$ cat config.mk
export PLATFORM = sky130hd
export DESIGN_NAME = alu_issuer
export DESIGN_NICKNAME = d
export VERILOG_FILES = /design/src/rtl/alu_issuer.sv
export SDC_FILE = /design/constraint.sdc
export NUM_CORES = 1
export LEC_CHECK = 0
export CAP_MARGIN = 20
export CORE_MARGIN = 2
export CORE_UTILIZATION = 40
export DETAILED_ROUTE_END_ITERATION = 12
export PLACE_DENSITY = 0.76
export SYNTH_ARGS = -nofsm -noshare
export SYNTH_HDL_FRONTEND = slang
export SYNTH_SLANG_ARGS = --single-unit
$ cat constraint.sdc
create_clock -name clk -period 2 [get_ports clk]
set_input_delay 0.4 -clock clk [delete_from_list [all_inputs] [get_ports clk]]
set_output_delay 0.4 -clock clk [all_outputs]
set_load 0.005 [all_outputs]
$ cat src/rtl/alu_issuer.sv
// Register-file command issuer for the 4-bit combinational ALU: accepts load/ALU commands,
// drives the ALU for one cycle, writes back and returns a response. Optional macro: ALU_ISSUER_STICKY_C_EN.
module alu_issuer #(
    parameter int NREG = 4,
    localparam int AW = (NREG > 1) ? $clog2(NREG) : 1
) (
    input  logic          clk,
    input  logic          rst,
    input  logic          cmd_valid,
    output logic          cmd_ready,
    input  logic          cmd_ld,
    input  logic [2:0]    cmd_op,
    input  logic [AW-1:0] cmd_rd,
    input  logic [AW-1:0] cmd_ra,
    input  logic [AW-1:0] cmd_rb,
    input  logic [3:0]    cmd_imm,
    output logic [2:0]    alu_s,
    output logic [3:0]    alu_a,
    output logic [3:0]    alu_b,
    input  logic [3:0]    alu_f,
    input  logic          alu_z,
    input  logic          alu_c,
    output logic          rsp_valid,
    input  logic          rsp_ready,
    output logic [3:0]    rsp_data,
    output logic          rsp_z,
    output logic          rsp_c,
    output logic          sticky_c
);

    typedef enum logic [1:0] {IDLE = 2'd0, ISSUE = 2'd1, RESP = 2'd2} state_t;

    state_t        state_reg, state_next;
    logic [3:0]    rf_val [NREG];
    logic [AW-1:0] rd_reg;
    logic [2:0]    alu_s_reg;
    logic [3:0]    alu_a_reg, alu_b_reg;
    logic [3:0]    rsp_data_reg;
    logic          rsp_z_reg, rsp_c_reg;

    logic          accept, ld_accept, op_accept;
    logic [3:0]    rd_a, rd_b;
    logic          wr_en;
    logic [AW-1:0] wr_addr;
    logic [3:0]    wr_data;

    assign accept    = cmd_valid && cmd_ready;
    assign ld_accept = accept && cmd_ld;
    assign op_accept = accept && !cmd_ld;

    // State register
    always_ff @(posedge clk) begin
        if (rst) state_reg <= IDLE;
        else     state_reg <= state_next;
    end

    // Next-state logic
    always_comb begin
        state_next = state_reg;
        case (state_reg)
            IDLE: begin
                if (ld_accept)      state_next = RESP;
                else if (op_accept) state_next = ISSUE;
            end
            ISSUE:   state_next = RESP;
            RESP:    if (rsp_ready) state_next = IDLE;
            default: state_next = IDLE;
        endcase
    end

    // Handshake outputs
    always_comb begin
        cmd_ready = 1'b0;
        rsp_valid = 1'b0;
        case (state_reg)
            IDLE:    cmd_ready = 1'b1;
            RESP:    rsp_valid = 1'b1;
            default: ;
        endcase
    end

    // Operand reads; indices beyond the file read as zero
    always_comb begin
        rd_a = '0;
        rd_b = '0;
        if (32'(cmd_ra) < NREG) rd_a = rf_val[cmd_ra];
        if (32'(cmd_rb) < NREG) rd_b = rf_val[cmd_rb];
    end

    // Single write port: ALU writeback in ISSUE, immediate on load accept
    always_comb begin
        wr_en   = 1'b0;
        wr_addr = cmd_rd;
        wr_data = cmd_imm;
        if (state_reg == ISSUE) begin
            wr_en   = 1'b1;
            wr_addr = rd_reg;
            wr_data = alu_f;
        end else if (ld_accept) begin
            wr_en = 1'b1;
        end
    end

    // One flop group per entry so reset can clear the whole file; out-of-range writes match nothing
    genvar gi;
    generate
        for (gi = 0; gi < NREG; gi++) begin : g_rf
            logic [3:0] q_reg;
            always_ff @(posedge clk) begin
                if (rst)                                  q_reg <= '0;
                else if (wr_en && (32'(wr_addr) == gi))   q_reg <= wr_data;
            end
            assign rf_val[gi] = q_reg;
        end
    endgenerate

    always_ff @(posedge clk) begin
        if (rst) begin
            rd_reg       <= '0;
            alu_s_reg    <= '0;
            alu_a_reg    <= '0;
            alu_b_reg    <= '0;
            rsp_data_reg <= '0;
            rsp_z_reg    <= 1'b0;
            rsp_c_reg    <= 1'b0;
        end else begin
            case (state_reg)
                IDLE: begin
                    if (ld_accept) begin
                        rsp_data_reg <= cmd_imm;
                        rsp_z_reg    <= (cmd_imm == 4'd0);
                        rsp_c_reg    <= 1'b0;
                    end else if (op_accept) begin
                        alu_s_reg <= cmd_op;
                        alu_a_reg <= rd_a;
                        alu_b_reg <= rd_b;
                        rd_reg    <= cmd_rd;
                    end
                end
                ISSUE: begin
                    rsp_data_reg <= alu_f;
                    rsp_z_reg    <= alu_z;
                    rsp_c_reg    <= alu_c;
                    alu_s_reg    <= '0;
                    alu_a_reg    <= '0;
                    alu_b_reg    <= '0;
                end
                default: ;
            endcase
        end
    end

    assign alu_s    = alu_s_reg;
    assign alu_a    = alu_a_reg;
    assign alu_b    = alu_b_reg;
    assign rsp_data = rsp_data_reg;
    assign rsp_z    = rsp_z_reg;
    assign rsp_c    = rsp_c_reg;

`ifdef ALU_ISSUER_STICKY_C_EN
    logic sticky_c_reg;
    // Set by any carrying ALU capture; cleared only by "load r0 <- 0"
    always_ff @(posedge clk) begin
        if (rst)                                                  sticky_c_reg <= 1'b0;
        else if (state_reg == ISSUE && alu_c)                     sticky_c_reg <= 1'b1;
        else if (ld_accept && cmd_imm == 4'd0 && cmd_rd == '0)    sticky_c_reg <= 1'b0;
    end
    assign sticky_c = sticky_c_reg;
`else
    assign sticky_c = 1'b0;
`endif

endmodule

# Word level (Yosys, flattened, before mapping)
# Cells that the tools add are included.
dict set report op_classes {
  order_cmp 2
  n_mux 31
  n_bitwise 3
  reduce_logical 16
  eq_ne 10
}
# cell count
set ops {}
lappend ops {{two-way mux 4 bit} 10}
lappend ops {{one-hot mux 4 bit (2 select lines)} 3}
lappend ops {{binary-select mux 4 bit (select 2 bit)} 2}
lappend ops {{two-way mux 2 bit} 4}
lappend ops {{inequality test 2 bit (second input constant)} 4}
lappend ops {{logical AND 1 bit} 7}
lappend ops {{equality test 2 bit (second input constant)} 3}
lappend ops {{>= comparator 3 bit (second input constant)} 2}
lappend ops {{two-way mux 1 bit} 6}
lappend ops {{two-way mux 3 bit} 2}
lappend ops {{NOT 2 -> 3 bit} 2}
lappend ops {{one-hot mux 2 bit (3 select lines)} 1}
lappend ops {{one-hot mux 3 bit (2 select lines)} 1}
lappend ops {{AND reduction 3 bit} 2}
lappend ops {{equality test 2 x 1 -> 1 bit (second input constant)} 2}
lappend ops {{logical NOT 2 bit} 2}
lappend ops {{logical NOT 4 bit} 1}
lappend ops {{one-hot mux 1 bit (2 select lines)} 2}
lappend ops {{AND reduction 2 bit} 2}
lappend ops {{inequality test 3 bit (second input constant)} 1}
lappend ops {{nonzero test 2 bit} 1}
lappend ops {{logical NOT 1 bit} 1}
lappend ops {{NOT 1 bit} 1}
dict set report word_totals {
  in_bits 24
  out_inout_bits 20
  register_bits 37
}

# Logic depth before layout (Yosys ltp)
# Gate-level depths: netlist (run 1).
dict set report depth {
  ltp_word 7
  depth_mapped 7
  ltp_nobuf 4
}

# Least setup slack after synthesis (run 1)
# Ideal clock, no wire load.
dict set report synth_path {
  path_kind {flip-flop to flip-flop}
  start {register state_reg[1]}
  end {register g_rf[1].q_reg[1]}
  stages_incl_launch_ff 7
  setup_slack_ns 0.554
  t_arrival_ns 1.314
  setup_ns 0.131
  cell_sequence {dfxtp_1 > buf_2 > nand2b_1 > buf_4 > mux2_2 > nor3_1 > nor3_1}
}
dict set report synth_between {
  elab_chain_cells 7
  word_cells_on_any_way 11
  cone_classes {2 x eq/ne; 5 x mux; 4 x reduce/logical}
}
# item line_no
set synth_rtl {}
lappend synth_rtl {{start, declared} 33} ;# state_t state_reg, state_next;
lappend synth_rtl {{start signal, assigned} 54} ;# else state_reg <= state_next;
lappend synth_rtl {{logical NOT 2 bit} 75} ;# case (state_reg)
lappend synth_rtl {{two-way mux 1 bit} 75}
lappend synth_rtl {{logical AND 1 bit} 47} ;# assign accept = cmd_valid && cmd_ready;
lappend synth_rtl {{logical AND 1 bit} 48} ;# assign ld_accept = accept && cmd_ld;
lappend synth_rtl {{two-way mux 1 bit} 99} ;# end else if (ld_accept) begin
lappend synth_rtl {{two-way mux 1 bit} 95} ;# if (state_reg == ISSUE) begin
lappend synth_rtl {{logical AND 1 bit} 111} ;# else if (wr_en && (32'(wr_addr) == gi)) q_reg <= wr_data;
lappend synth_rtl {{end signal, assigned} 111}
lappend synth_rtl {{end, declared} 108} ;# logic [3:0] q_reg;
# Parallel ways exist; a longest one is shown, timed or not.
# A chain may end at the register's enable or synchronous reset.

# Final worst setup path (run 1)
dict set report layout_path {
  start {register state_reg[0]}
  end {output port cmd_ready}
}
dict set report layout_between {
  elab_chain_cells 2
}
# item line_no
set layout_rtl {}
lappend layout_rtl {{logical NOT 2 bit} 75}
lappend layout_rtl {{two-way mux 1 bit} 75}
lappend layout_rtl {{end, declared} 10} ;# output logic cmd_ready,
# No other way between the ends.

==> out/summary.txt, run 1 <==
Area after DPL - 2233 um^2
Yosys reg bits - 37
Clock buffer depth - 2
Number of distinct library cells after synthesis - 31
Worst EP arrival - 1.43 ns
Total power - 0.001618 W
LEAKAGE - 0.8390 nW
Setup crit end - cmd_ready
Post-Syn Area - 1737 um^2
Final ANT Viol Nets - 0
Peak supply drop - 420.1 uV
Sink Count - 37
Hold Buf Count CTS - 0
Leading area contributor after synthesis - dfxtp_1
Row count - 23
Simple-gate share of the synthesized area - 17.22%
Clock Skews - 0.001577 ns
Mux cell area share after synthesis - 18.16%
Post-Synth XOR/XNOR Area - 0%
Final Hold Vio Count - 0
Worst slew pin tran - 0.8760 ns
Vias in the first global route - 1460
GPL Wtd Cong - 0.8039
CTS tree - built
Largest cells by area after synthesis - dfxtp_1, mux4_2, nor2_1, mux2i_1, a22oi_1
Max Cap Viol - 0
Synth warn - 0
# IOs - 44
Sequential fraction of the synthesis area - 42.65%
GRT Residual Overflow - 0
CP startpoint - state_reg[0]
Reg2reg start - state_reg[0]
First-pass GRT wire length - 7038 um
Reg area - 740.7 um^2
GRT Total Usage - 17.77%
Initial antenna violation count - 0
Worst R2R Setup Slack - 0.31 ns
Root Buffer - clkbuf_8
Ant diodes - 0
Critical path startpoint category - flop
RR Endpoint - g_rf[2].q_reg[2]
Core area - 4086 um^2
Die Span Y - 69.89 um
Wire per inst - 14.27 um
Port bufs - 42
CP Capture Type - output pin
Initial Util - 42.50%
Multi-input logic area - 912.1 um^2
Final WL - 4009 um
Hold Crit Class - reg2reg
Adder-Cell Fraction of Synth Area - 0%
Area delta synth->final - 34.15%
CP Max Fanout - 9
Filler cells - 383
DP HPWL - 2915 um
Clock transition at path regs - 0.07 ns
PwrDens - 694.5 nW/um^2
Total Nets Final - 254
Post-synth EDFFs - 0
Clk_lat worst skew - 0.28 ns
Slew HR - 41.48%
FFs w/ async S/R, synth - 0%
Critical Path RT - 1.60 ns
RSZ-0062 raised after global routing - no
CP Class - reg2out
Die Footprint - 4885 um^2
Post-CTS Setup Repair Bufs - 0
Final Cycle Share - 91.51%
Syn avg cell area - 9.438 um^2
DR iter-0 viols - 77
Via/cell ratio - 5.381
Max reg flops - 16
H-tree levels - 2
Detailed Routing Iterations Pass 1 - 4
Share of cells above drive strength 1 - 15.58%
Largest family of logic cells by synthesized area - multiplexers
Fmax - 546.4 MHz
Residual DRC count - 0
CTS Buf Count - 5
Path depth of the worst reg2reg path - 4
Largest net degree at the start of global routing - 38
Syn Nets - 208
Area share of the largest cell type after synthesis - 42.65%
Pins over their slew limit - 0
Status - complete, no violations
Mapped Cells - 184
Main synth FF type - dfxtp_1
Synth Area in Compound Gates - 16.93%
Post-CTS Resized - 0
Crit path time final - 1.830 ns
Die width - 69.89 um
Via count - 1512
Post-route cell area - 2330 um^2
Endpoints failing setup - 0
[power by group]
part | total [W] | leakage, nW | switching (W) | internal (W)
clock network | 0.000550 | 0.0512 | 0.000270 | 0.000279
registers | 0.000793 | 0.301 | 0.0000244 | 0.000768
logic | 0.000276 | 0.487 | 0.000126 | 0.000149
[cell usage in the layout, fill, tap and decap left out, drive strengths merged, types with 2 or more instances in the layout]
| master | instances |
|---|---|
| a211oi | 11 |
| a21oi | 12 |
| a22oi | 11 |
| a31oi | 2 |
| a32oi | 2 |
| buf | 11 |
| clkbuf | 6 |
| clkdlybuf4s50 | 42 |
| clkinv | 2 |
| dfxtp | 37 |
| inv | 4 |
| mux2 | 4 |
| mux2i | 9 |
| mux4 | 8 |
| nand2 | 2 |
| nand2b | 2 |
| nand3 | 2 |
| nor2 | 40 |
| nor2b | 3 |
| nor3 | 12 |
[critical path: stages, from the launching register on]
cell,delay [ns]
dfxtp_1,0.40
nor2_1,0.20
clkdlybuf4s50_1,0.54
[worst min-delay path by stage]
stage / startpoint / endpoint / slack [ns] / depth (start not counted)
final: alu_s[0] / alu_s[0] / 0.50 / 2
after global placement: alu_s[2] / alu_s[2] / 0.48 / 2
after global routing: rsp_data[0] / rsp_data[0] / 0.52 / 2
after CTS: rsp_data[3] / rsp_data[3] / 0.50 / 2
after detailed placement: rsp_data[3] / rsp_data[3] / 0.49 / 2
after floorplan: g_rf[2].q_reg[1] / g_rf[2].q_reg[1] / 0.47 / 2
[Yosys cell counts, types with 2 or more instances]
| master | instances |
|---|---|
| mux2_2 | 4 |
| nand2_1 | 2 |
| buf_4 | 3 |
| clkbuf_1 | 6 |
| buf_2 | 4 |
| nor2_1 | 40 |
| a211oi_1 | 9 |
| a31oi_1 | 2 |
| dfxtp_1 | 37 |
| nand3_1 | 2 |
| nand2b_1 | 2 |
| a22oi_1 | 11 |
| a32oi_1 | 2 |
| inv_1 | 4 |
| mux2i_1 | 9 |
| mux4_2 | 8 |
| nor2b_1 | 3 |
| a21oi_1 | 12 |
| nor3_1 | 12 |
[cells by family after synthesis]
family | Yosys count
AND/OR/NAND/NOR | 66
AO/OA/AOI/OAI | 41
flip-flops | 37
multiplexers | 21
buffers and inverters | 18
other | 1
[stage by stage]
step | utilization (%) | worst slack (ns) | std cells | TNS (ns) | hold WS, ns
after detailed placement | 54.65 | -0.07557 | 273 | -0.5151 | 0.4858
after CTS | 57.01 | 0.1618 | 281 | 0 | 0.5036
after floorplan | - | 0.5545 | 184 | 0 | 0.4720
after global routing | 57.01 | 0.05293 | 281 | 0 | 0.5200
after global placement | 54.65 | -0.02672 | 273 | -0.1556 | 0.4766
final | 57.01 | 0.1698 | 281 | 0 | 0.4992
[cell type report]
type                            instances  area share (%)
Multi-Input combinational cell        129           39.15
Sequential cell                        37           31.79
Timing Repair Buffer                   53           21.59
Clock buffer                            6           3.545
Tap cell                               50           2.685
Inverter                                4          0.6445
Clock inverter                          2          0.5908
[routing by layer]
layer  global-route usage (%)  wire length, um  share of wire (%)  vias up
met1                    23.25             1893                 47      706
met3                    5.628              199                5.0        4
met2                    28.68             1891                 47       40
li1                         -                -                  -      762
met4                    4.274               24               0.60        0
met5                        0                0                  0        -
Note: power is estimated with default switching activity, not from simulation.
==> run 2, diff against run 1 <==
--- a/config.mk
+++ b/config.mk
@@ -5,7 +5,8 @@
 export SDC_FILE = /design/constraint.sdc
 export NUM_CORES = 1
 export LEC_CHECK = 0
-export CAP_MARGIN = 20
+export ABC_CLOCK_PERIOD_IN_PS = 2000
+export CAP_MARGIN = 40
 export CORE_MARGIN = 2
 export CORE_UTILIZATION = 40
 export DETAILED_ROUTE_END_ITERATION = 12
==> results of run 2 <==
The final DEF is identical to that of run 1; final timing and power are the same.
==> edit, RTL diff (flow settings as in run 1) <==
Set the parameter `NREG` to 2 (it was 4).
--- a/src/rtl/alu_issuer.sv
+++ b/src/rtl/alu_issuer.sv
@@ -1,7 +1,7 @@
 // Register-file command issuer for the 4-bit combinational ALU: accepts load/ALU commands,
 // drives the ALU for one cycle, writes back and returns a response. Optional macro: ALU_ISSUER_STICKY_C_EN.
 module alu_issuer #(
-    parameter int NREG = 4,
+    parameter int NREG = 2,
     localparam int AW = (NREG > 1) ? $clog2(NREG) : 1
 ) (
     input  logic          clk,
Interface: changed (resized cmd_ra, cmd_rb and cmd_rd); port bits go from 44 to 41. The function was not compared with the original's and may differ.
==> edit against run 1 <==
- wire length down 22%
- highest routed layer unchanged
- synthesized cell count down 17%
- area after synthesis down 26%
- sequential power down 23%
- critical path type unchanged
- sequential cell count down 9
- critical path depth unchanged
- clock skew up 0.010 ns
- design area down 24%
- setup slack worse by 0.047 ns
- clock power down 51%
- total power down 31%
==> edit: results (changes against run 1) <==
layout cell share with drive strength beyond 1: 0.07368 (-0.08216)
antenna violations before repair: 0 (unchanged)
Root Buffer: clkbuf_4
Largest register FFs: 8 (-8)
fin nets: 212 (-17%)
Yosys cell types: 29 (-6.5%)
pin count of the biggest net entering global routing: 29 (-24%)
CTS Buf Count: 3 (-2)
hold_sp: alu_b[1]
DR WL/cell: 13.37 um (-6.3%)
R2R Path End: g_rf[1].q_reg[0]
Total GRT Usage: 0.1851 (+0.007399)
Max FO, Critical Path: 14 (+5)
Clock Pin Slew Worst Setup and Hold Paths: 0.14 ns (+0.07 ns)
Top FF cell, synth: dfxtp_1
status: complete, no violations
drt first pass iters: 4 (unchanged)
Synth area leaders: dfxtp_1, nor2_1, mux2i_1, a21oi_1, a211oi_1
post-synthesis sequential area ratio: 0.4379 (+0.01141)
drt initial violations: 26 (-66%)
pre-CTS WS: 0.1434 ns (+0.2190 ns)
Worst Hold Class: reg2reg
Peak VDD IR: 385.3 uV (-8.3%)
Yosys Warn Count: 0 (unchanged)
vias per cell: 5.188 (-3.6%)
gpl congestion: 0.8645 (+7.5%)
Post-CTS Setup Repair Bufs: 0 (unchanged)
Async S/R FF share, synth: 0 (unchanged)
final setup TNS: 0 ns (unchanged)
# port buffers: 39 (-7.1%)
vias in the first global route: 1162 (-20%)
first-pass GRT wire length: 5202 um (-26%)
CTS H-tree depth: 1 (-1)
reg-to-reg startpoint: state_reg[0]
clock skew: 0.01168 ns (+0.01010 ns)
CTS Buffer Depth: 2 (unchanged)
LEAKAGE: 0.6469 nW (-23%)
Hold Path Stages: 2 (unchanged)
Clock Latency Late Sink: 0.32 ns (+0.04 ns)
Hold Path End: alu_b[1]
count of cells resized by post-cts repair: 0 (unchanged)
number of antenna diodes: 0 (unchanged)
Worst R2R Setup Slack: 0.51 ns (+0.20 ns)
Detailed Place HPWL: 2378 um (-18%)
CP Class: reg2out
crit path capture type: output port
syn_nets: 173 (-17%)
Post-synth top cells: dfxtp_1, nor2_1, a21oi_1
Placed Area: 1722 um^2 (-23%)
fill cell count: 303 (-21%)
CP arrival: 1.48 ns (+0.05 ns)
R2R depth: 5 (+1)
edit: cell types whose count changed after synthesis, sizes merged, moves of 3 or more:
cell | run 1 | this run
a22oi | 11 | 5
dfxtp | 37 | 28
mux2 | 4 | 0
mux4 | 8 | 0
nand2 | 2 | 5
nor2 | 40 | 28
nor3 | 12 | 4
nor4 | 1 | 9
o22ai | 0 | 3
or2 | 1 | 4
edit: layer usage:
layer	part of all wire	wire length [um]	GRT usage	vias up
li1	-	-	-	613
met1	0.45	1411	0.2362	563
met2	0.48	1511	0.3180	34
met3	0.052	164	0.02345	4
met4	0.013	42	0.07143	0
met5	0	0	0	-
edit: through the flow:
| stage | hold WS, ns | std cells | utilization |
|---|---|---|---|
| final | 0.4865 | 234 | 0.5762 |
| after global routing | 0.5242 | 234 | 0.5762 |
| after CTS | 0.4883 | 234 | 0.5758 |
| after detailed placement | 0.4696 | 230 | 0.5639 |
| after global placement | 0.4661 | 230 | 0.5639 |
| after floorplan | 0.4482 | 152 | - |
edit: worst max-delay path by stage:
stage | depth (start not counted) | slack, ns | endpoint
final | 2 | 0.12 | rsp_valid
after global routing | 2 | 0.04 | rsp_valid
after global placement | 5 | 0.18 | alu_b[1]
after detailed placement | 5 | 0.14 | g_rf[0].q_reg[1]
after floorplan | 5 | 0.61 | alu_b[1]
after CTS | 2 | 0.02 | rsp_valid
edit: final cells by class:
cell class	count	area share
Multi-Input combinational cell	109	0.3684
Sequential cell	28	0.3193
Timing Repair Buffer	47	0.2560
Tap cell	44	0.03129
Clock buffer	4	0.02063
Inverter	2	0.004267
edit: logic make-up after synthesis:
| group | share of synthesized area |
|---|---|
| compound gates | 0.1701 |
| simple gates | 0.2551 |
| flops | 0.4379 |
| other cells | 0.002930 |
| mux | 0.07820 |
| buf+inv | 0.05572 |
edit: power by group:
part | switching (mW) | total (mW) | internal [mW]
clock | 0.160 | 0.271 | 0.111
sequential | 0.0237 | 0.612 | 0.588
combinational | 0.104 | 0.230 | 0.126
edit: worst max-delay path, cell delays in order, from the launching register on:
cell,delay (ns)
dfxtp_2,0.43
nor2b_1,0.20
clkdlybuf4s50_1,0.54
